===== src/rtl/mult_accumulator.sv =====
// rtl/mult_accumulator.sv - accumulates COUNT unsigned products into one registered sum with sticky overflow
module mult_accumulator #(
    parameter int PW    = 7,
    parameter int ACC_W = 9,
    parameter int COUNT = 8
) (
    input  logic             clk,
    input  logic             rst_n,
    input  logic             clear,
    input  logic             in_valid,
    output logic             in_ready,
    input  logic [PW-1:0]    product,
    output logic             out_valid,
    input  logic             out_ready,
    output logic [ACC_W-1:0] acc_out,
    output logic             overflow
);

    localparam int CW = (COUNT > 1) ? $clog2(COUNT) : 1;
    localparam logic [CW-1:0] LAST = CW'(COUNT - 1);

    typedef enum logic {
        ACCUM = 1'b0,
        HOLD  = 1'b1
    } state_t;

    state_t            r_state;
    logic [ACC_W-1:0]  r_acc;
    logic [CW-1:0]     r_cnt;
    logic              r_ovf;

    logic [ACC_W:0]    w_sum;
    logic              w_accept;

    // Top bit of w_sum is the carry out of the accumulator width.
    assign w_sum    = {1'b0, r_acc} + {{(ACC_W + 1 - PW){1'b0}}, product};
    assign w_accept = in_valid && (r_state == ACCUM);

    always_ff @(posedge clk or negedge rst_n) begin
        if (!rst_n) begin
            r_state <= ACCUM;
            r_acc   <= '0;
            r_cnt   <= '0;
            r_ovf   <= 1'b0;
        end else if (clear) begin
            r_state <= ACCUM;
            r_acc   <= '0;
            r_cnt   <= '0;
            r_ovf   <= 1'b0;
        end else begin
            case (r_state)
                ACCUM: begin
                    if (w_accept) begin
                        r_acc <= w_sum[ACC_W-1:0];
                        r_ovf <= r_ovf | w_sum[ACC_W];
                        if (r_cnt == LAST) begin
                            r_cnt   <= '0;
                            r_state <= HOLD;
                        end else begin
                            r_cnt <= r_cnt + 1'b1;
                        end
                    end
                end
                HOLD: begin
                    if (out_ready) begin
                        r_state <= ACCUM;
                        r_acc   <= '0;
                        r_ovf   <= 1'b0;
                    end
                end
                default: r_state <= ACCUM;
            endcase
        end
    end

    assign in_ready  = (r_state == ACCUM);
    assign out_valid = (r_state == HOLD);
    assign acc_out   = r_acc;
    assign overflow  = r_ovf;

endmodule


===== config.mk =====
export PLATFORM = sky130hd
export DESIGN_NAME = mult_accumulator
export DESIGN_NICKNAME = d
export VERILOG_FILES = /design/src/rtl/mult_accumulator.sv
export SDC_FILE = /design/constraint.sdc
export NUM_CORES = 1
export LEC_CHECK = 0
export CORE_MARGIN = 2
export CORE_UTILIZATION = 47
export CTS_CLUSTER_DIAMETER = 80
export DETAILED_ROUTE_END_ITERATION = 7
export MAX_ROUTING_LAYER = met4
export PLACE_DENSITY = 0.79
export SKIP_LAST_GASP = 1
export SYNTH_ARGS = -nofsm -noshare
export SYNTH_HDL_FRONTEND = slang
export SYNTH_SLANG_ARGS = --single-unit
export TNS_END_PERCENT = 5

===== constraint.sdc =====
create_clock -name clk -period 2.3 [get_ports clk]
set_input_delay 0.575 -clock clk [delete_from_list [all_inputs] [get_ports clk]]
set_output_delay 0.575 -clock clk [all_outputs]
set_load 0.005 [all_outputs]

After elaboration in Yosys (flattened, before gate mapping)
Index checks and enable logic that the tools add are counted.
- output and inout port bits: 12
- bits in registers: 14
- equality and inequality tests: 4
- reductions and logical operators: 4
- $add $sub $neg: 2
- bitwise gates (word level): 2
- multiplexer cells: 17
- operators by type and width (kind ; number):
    9-bit 2-to-1 mux ; 3
    9-bit one-hot mux with 2 select lines ; 1
    3-bit 2-to-1 mux ; 4
    9-bit by 7-bit adder with 10-bit output ; 1
    1-bit 2-to-1 mux ; 7
    1-bit one-hot mux with 2 select lines ; 2
    2-bit AND reduction ; 2
    3-bit by 1-bit adder with 3-bit output (second input constant) ; 1
    3-bit equality test (second input constant) ; 1
    3-bit by 2-bit inequality test with 1-bit output (second input constant) ; 1
    3-bit inequality test (second input constant) ; 1
    2-bit inequality test (second input constant) ; 1
    2-bit nonzero test ; 1
    1-bit logical AND ; 1
    1-bit inverter ; 1
    1-bit OR ; 1

Longest topological paths before layout
Gate-level depths: netlist of the first run.
- depth in word-level cells: 5
- mapped depth: 8
- mapped depth without buffers: 8

Worst setup path before layout of the first run
OpenSTA, ideal clock, no wires.
- kind: in2reg
- start point: in product[0]
- end point: reg r_acc[6], in the netlist acc_out[6]
- stages: 8
- buffers on the path: 0
- setup slack: 0.318 ns
- setup time: 0.121 ns
- arrival time: 1.861 ns
- path through: ha_1 inv_1 fa_1 nor2b_4 o31ai_1 a21oi_1 a21oi_1 a22o_1
- longest elaborated chain between the ends: 4
- ends and longest elaborated chain (item ; line ; RTL):
    start: declaration ; 12 ; input logic [PW-1:0] product,
    9-bit by 7-bit adder with 10-bit output ; 36 ; assign w_sum = {1'b0, r_acc} + {{(ACC_W + 1 - PW){1'b0}}, product};
    9-bit 2-to-1 mux ; 53 ; if (w_accept) begin
    9-bit one-hot mux with 2 select lines ; 51 ; case (r_state)
    9-bit 2-to-1 mux ; 45 ; end else if (clear) begin
    end signal: assignment ; 54 ; r_acc <= w_sum[ACC_W-1:0];
    end: declaration ; 28 ; logic [ACC_W-1:0] r_acc;
No other way between the ends. The select of a mux whose other input is x is not followed.
A chain may end at the register's enable or synchronous reset.

Worst setup path in the final report of the first run
Ends and elaborated chain as after synthesis.

==> flow_metrics.py, run 1 <==
metrics = {
    "layout": {
        "nNetsFinal": 156,
        "final_common_cell": "clkdlybuf4s50_1",
        "area_growth_pct": 37.99,
        "num_antenna_cells": 0,
        "drive_gt1_share_pct": 12.78,
        "mostFrequentLayoutCells": "23 x clkdlybuf4s50_1, 15 x nand2_1, 14 x dfrtp_1",
    },
    "worst_setup_path": {
        "worstSetupStartpointType": "input port",
        "crit_top_cell": "a21oi_1",
        "cp_slowest_stage_delay_ns": 0.46,
        "crit_required_ns": 2.49,
        "crit_type": "in -> reg",
        "endpoint_kind": "flop",
        "path_cells": "clkdlybuf4s50_1 -> ha_1 -> inv_1 -> fa_2 -> nor2b_4 -> o31ai_1 -> a21oi_1 -> a21oi_1 -> a22o_1",
        "critPathSlowestCell": "clkdlybuf4s50_1",
        "arrival_ns": 2.36,
        "cp_max_fo": 3,
    },
    "clocking": {
        "path_clk_slew_ns": 0.09,
        "cts_buffers": 3,
        "root_buffer": "clkbuf_4",
        "htreeDepth": 1,
        "clockBufferDepth": 2,
        "cts_sinks": 14,
        "clock_latency_ns": 0.29,
        "cts_tree": "yes",
        "post_cts_resized": 0,
        "post_cts_buffers": 0,
        "ctsHoldBuffers": 0,
    },
    "sta": {
        "relSlewSlack_pct": 56.39,
        "setup_viol_count_final": 0,
        "rsz0062_at_grt": "false",
        "worst_slack_ns": 0.1254,
        "maxSlewViolCount": 0,
        "fmax_mhz": 459.9,
        "finalHoldViolCount": 0,
        "skew_ns": 0.002826,
        "worstMarginPinSlew_ns": 0.6522,
        "period_needed_ns": 2.175,
        "hold_ws_ns": 0.5071,
        "min_period_over_period_pct": 94.55,
    },
    "placement": {
        "io_buffers": 23,
        "place_ws_ns": -0.2219,
        "post-dp-hpwl_um": 1637,
        "gp_congestion": 0.9387,
    },
    "synthesis": {
        "synthCells": 100,
        "yosysSeqAreaShare_pct": 37.99,
        "ys_seq_elements": 14,
        "syn_area_um2": 922.1,
        "ys_warn_count": 0,
        "synth_cell_types": 31,
        "synth_fp_nets": 122,
        "avgSynthCellArea_um2": 9.221,
    },
    "power_and_ir_drop": {
        "p_leak_uw": 0.0005639,
        "powerDensity_mw_per_mm2": 619.6,
        "vdd_drop_max_v": 0.0003807,
    },
    "floorplan": {
        "die_area_mm2": 0.002332,
        "coreArea_mm2": 0.001902,
        "initial_core_util_pct": 48.49,
        "rows": 16,
        "die_x_um": 48.30,
        "io_pins": 24,
        "die_h_um": 48.30,
    },
    "detailed_routing": {
        "wl_per_cell_um": 13.06,
        "drt_wl_total_um": 2090,
        "wl_met2_um": 1023,
        "antenna_left": 0,
        "vias": 854,
        "post-route-drc-count": 0,
        "drt-pass1-iter-count": 4,
        "drtIter0Drc": 9,
        "highest_layer": "met4",
        "wl_met1_um": 949,
        "routed_via_density": 5.338,
        "route.met3.wl_um": 96,
    },
    "hold_path": {
        "min_path_type": "reg -> reg",
    },
    "job": {
        "max_cap_violations": 0,
    },
    "global_route": {
        "grt_pass1_vias": 779,
        "grt_overflow": 0,
        "grt_max_degree": 15,
        "grt_pass1_wl_um": 3187,
        "grtUsageTotal_pct": 20.52,
        "antenna_found_initial": 0,
    },
    "status": {
        "outcome": "completed",
    },
}
state kept, by name (all words and copies together), names as in the netlist:
name / flops
out_valid: 1
r_cnt: 3
acc_out: 9
overflow: 1
layer usage:
metal / vias to the layer above / global-route usage (%)
met5: - / -
met4: 0 / 4.865
met3: 4 / 7.778
met2: 18 / 33.95
met1: 406 / 23.30
li1: 426 / -
per-stage QoR:
step	total power, uW	instance area [um2]	utilization, %	instances	TNS, ns
4_1_cts	795.6	1270	66.78	160	0
5_1_grt	846.7	1272	66.91	160	0
2_1_floorplan	469.2	922.1	-	100	0
3_3_place_gp	597.6	1234	64.87	156	-0.3355
3_5_place_dp	604.1	1234	64.87	156	-0.5019
6_report	788.4	1272	66.91	160	0
worst paths after layout:
kind                             from          to  slack (ns)  depth (start not counted)
max in group asynchronous       rst_n  acc_out[7]        1.21                          1
min reg2reg                  overflow    overflow        0.51                          2
max                        product[0]  acc_out[6]        0.13                          9
max reg2reg                acc_out[0]  acc_out[6]        0.47                          8
min                          overflow    overflow        0.51                          2
min in group asynchronous       rst_n  acc_out[4]        0.68                          1
power breakdown:
part	leakage, uW	switching, uW	internal [uW]	total (uW)
Combinational	0.000355	138	170	307
Sequential	0.000188	24.6	271	296
Clock	0.0000210	88.7	96.5	185
layout make-up:
cell class	count	area, um2
clock buffer	4	36.28
fill	155	629.4
inverter	5	18.77
multi-input combinational	80	550.5
sequential	14	350.3
tap	27	33.78
timing repair buffer	30	282.8
cell usage after synthesis:
| cell type | number | area (um2) |
|---|---|---|
| ha_1 | 9 | 112.6 |
| o2bb2ai_1 | 1 | 8.760 |
| xor2_1 | 1 | 8.760 |
| o31ai_1 | 1 | 7.510 |
| a2111oi_0 | 1 | 8.760 |
| nor2_1 | 11 | 41.29 |
| fa_1 | 1 | 20.02 |
| o211ai_1 | 2 | 15.01 |
| xnor2_1 | 2 | 17.52 |
| nor2b_4 | 1 | 13.76 |
| a211oi_1 | 1 | 7.510 |
| a21o_1 | 2 | 15.01 |
| buf_2 | 1 | 5.000 |
| nand2_1 | 15 | 56.30 |
| o21ai_0 | 8 | 40.04 |
| o41ai_1 | 1 | 8.760 |
| a21oi_1 | 7 | 35.03 |
| inv_1 | 5 | 18.77 |
| o21bai_1 | 1 | 7.510 |
| a31oi_1 | 2 | 12.51 |
| and2b_1 | 1 | 7.510 |
| o31a_2 | 1 | 10.01 |
| o21ai_1 | 1 | 5.000 |
| dfrtp_1 | 14 | 350.3 |
| a211oi_2 | 1 | 12.51 |
| and2_1 | 1 | 6.260 |
| a2111oi_2 | 1 | 15.01 |
| nor3_1 | 1 | 5.000 |
| a22o_1 | 2 | 17.52 |
| nor3_2 | 1 | 10.01 |
| o21a_1 | 3 | 22.52 |
kinds of logic after synthesis:
| kind of cell | after synthesis | share of synthesized area, % |
|---|---|---|
| XOR/XNOR | 3 | 2.850 |
| buffers and inverters | 6 | 2.578 |
| AND/OR/NAND/NOR | 31 | 15.20 |
| flip-flops | 14 | 37.99 |
| AO/OA/AOI/OAI | 36 | 27.00 |
| adder cells (fa/ha/maj) | 10 | 14.38 |
critical path, delay by kind of cell:
family,cells,cell delay [ns]
buffers and inverters,2,0.51
and+or+nand+nor,1,0.14
adders and majority gates,2,0.54
AOI/OAI and AO/OA,4,0.59
(Power assumes the default switching activity.)
==> run 2, diff against run 1 <==
==> constraint.sdc (replaced) <==
create_clock -name clk -period 2.3 [get_ports clk]
set_input_delay 0.345 -clock clk [delete_from_list [all_inputs] [get_ports clk]]
set_output_delay 0.345 -clock clk [all_outputs]
set_load 0.005 [all_outputs]
==> run 2 against run 1 <==
  * Flip-flop and latch count did not move
  * Wire length shrank 2.5%
  * Clock power is 3% lower
  * Critical path depth did not move
  * Hold slack worse by 0.056 ns
  * Highest routed layer unchanged
  * Cell count down 2.5%
  * Critical path type unchanged
  * Die area unchanged
  * Power shrank 3.7%
  * Sequential share of layout area up 0.72 points
  * Final area is 2.6% lower
  * Fmax is 7.9% higher
==> flow_metrics.py, run 2 (synthesis gave the netlist of run 1 again) <==
metrics = {
    "status": {
        "outcome": "completed",
    },
    "worst_setup_path": {
        "path_cells": "clkdlybuf4s50_1 -> ha_1 -> inv_1 -> fa_1 -> nor2b_4 -> o31ai_1 -> a21oi_1 -> a21oi_1 -> a22o_1",
        "crit_required_ns": 2.48,
        "path_buf_inv": 2,
        "endpoint_kind": "flop",
        "cp_top_family": "adder cells",
        "crit_type": "in -> reg",
        "critPathSlowestCell": "clkdlybuf4s50_1",
        "cp_max_fo": 3,
        "cp_slowest_stage_delay_ns": 0.46,
        "arrival_ns": 2.20,
        "worstSetupStartpointType": "input port",
        "crit_top_cell": "a21oi_1",
    },
    "detailed_routing": {
        "drtIter0Drc": 18,
        "drt-pass1-iter-count": 4,
        "routed_via_density": 5.423,
        "post-route-drc-count": 0,
        "vias": 846,
        "drt_wl_total_um": 2037,
        "wl_per_cell_um": 13.06,
        "antenna_left": 0,
    },
    "global_route": {
        "grt_pass1_vias": 712,
        "grt_pass1_wl_um": 3132,
        "grt_overflow": 0,
        "grtUsageTotal_pct": 20.33,
        "grt_max_degree": 15,
        "antenna_found_initial": 0,
    },
    "sta": {
        "finalHoldViolCount": 0,
        "hold_ws_ns": 0.4514,
        "worstMarginPinSlew_ns": 0.6209,
        "final.setup.tns_ns": 0,
        "period_needed_ns": 2.015,
        "skew_ns": 0.002275,
        "rsz0062_at_grt": "false",
        "min_period_over_period_pct": 87.62,
        "worst_slack_ns": 0.2847,
        "maxSlewViolCount": 0,
        "fmax_mhz": 496.2,
        "relSlewSlack_pct": 57.53,
        "setup_viol_count_final": 0,
    },
    "layout": {
        "num_antenna_cells": 0,
        "n_fill_cell": 162,
        "nNetsFinal": 152,
        "drive_gt1_share_pct": 9.302,
        "seq_area_um2": 350.3,
        "multi_input_area_um2": 548.0,
        "stdcell_area_mm2": 0.001240,
        "largest_reg_flops": 9,
        "area_growth_pct": 34.46,
        "mostFrequentLayoutCells": "23 x clkdlybuf4s50_1, 15 x nand2_1, 14 x dfrtp_1",
        "final_common_cell": "clkdlybuf4s50_1",
    },
    "clocking": {
        "clockBufferDepth": 2,
        "root_buffer": "clkbuf_4",
        "path_clk_slew_ns": 0.09,
        "cts_buffers": 3,
        "htreeDepth": 1,
        "cts_sinks": 14,
        "clock_latency_ns": 0.28,
        "ctsHoldBuffers": 0,
        "post_cts_buffers": 0,
        "post_cts_resized": 0,
        "cts_tree": "yes",
    },
    "floorplan": {
        "io_pins": 24,
        "die_area_mm2": 0.002332,
        "rows": 16,
        "initial_core_util_pct": 48.49,
        "die_x_um": 48.30,
        "coreArea_mm2": 0.001902,
        "die_h_um": 48.30,
    },
    "job": {
        "max_cap_violations": 0,
    },
    "hold_path": {
        "min_path_type": "in -> async",
    },
    "placement": {
        "place_area_mm2": 0.001204,
        "gp_congestion": 0.9747,
        "post-dp-hpwl_um": 1619,
        "place_ws_ns": 0.001224,
        "io_buffers": 23,
    },
    "power_and_ir_drop": {
        "clockPowerShare_pct": 23.7,
        "internal_power_uw": 518.5,
        "p_leak_uw": 0.0005447,
        "seq_power_share_pct": 39.0,
        "powerDensity_mw_per_mm2": 612.0,
        "combPwrFrac_pct": 37.3,
        "switchingPower_uw": 240.4,
        "total_power_uw": 758.9,
        "vdd_drop_max_v": 0.0003546,
        "p_sw_share_pct": 31.68,
    },
}
[run 2: final timing paths]
| path | start | endpoint | slack [ns] | cells after the start |
|---|---|---|---|---|
| min in group clk | overflow | overflow | 0.50 | 2 |
| hold reg to reg | overflow | overflow | 0.50 | 2 |
| setup reg to reg | acc_out[0] | acc_out[6] | 0.43 | 8 |
| setup / recovery | product[0] | acc_out[6] | 0.28 | 9 |
| max in group asynchronous | rst_n | acc_out[4] | 1.44 | 1 |
| hold / removal | rst_n | acc_out[0] | 0.45 | 1 |
[run 2: per-layer routing]
| layer | up-vias | part of all wire (%) | GRT usage (%) |
|---|---|---|---|
| met3 | 2 | 4.9 | 4.444 |
| met2 | 32 | 47 | 30.79 |
| li1 | 421 | - | - |
| met5 | - | 0 | - |
| met1 | 391 | 47 | 26.88 |
| met4 | 0 | 0.69 | 6.486 |
[run 2: through the flow]
step                      std cells  util (%)
final                           156     65.20
after CTS                       156     65.20
after global routing            156     65.20
after floorplan                 100         -
after global placement          152     63.29
after detailed placement        152     63.29
[run 2: layout make-up]
type                    count  share of cell area (%)
repair buffers             26                   20.38
inverters                   5                   1.514
well taps                  27                   2.725
flip-flops and latches     14                   28.25
clock buffers               4                   2.926
multi-input cells          80                   44.20
[run 2: worst register-to-register path, delay by kind of cell (launching register included)]
| kind | cells | cell delay, ns |
|---|---|---|
| AO/OA/AOI/OAI | 4 | 0.57 |
| buffers and inverters | 1 | 0.06 |
| adder cells (fa/ha/maj) | 2 | 0.62 |
| AND/OR/NAND/NOR | 1 | 0.15 |
| flip-flops | 1 | 0.38 |
[run 2: power by group through the flow]
stage	Combinational, uW	Sequential, uW	Clock (uW)
2_1_floorplan	172	297	0
3_3_place_gp	277	299	0
3_5_place_dp	283	301	0
4_1_cts	284	296	184
5_1_grt	314	300	198
6_report	283	296	179
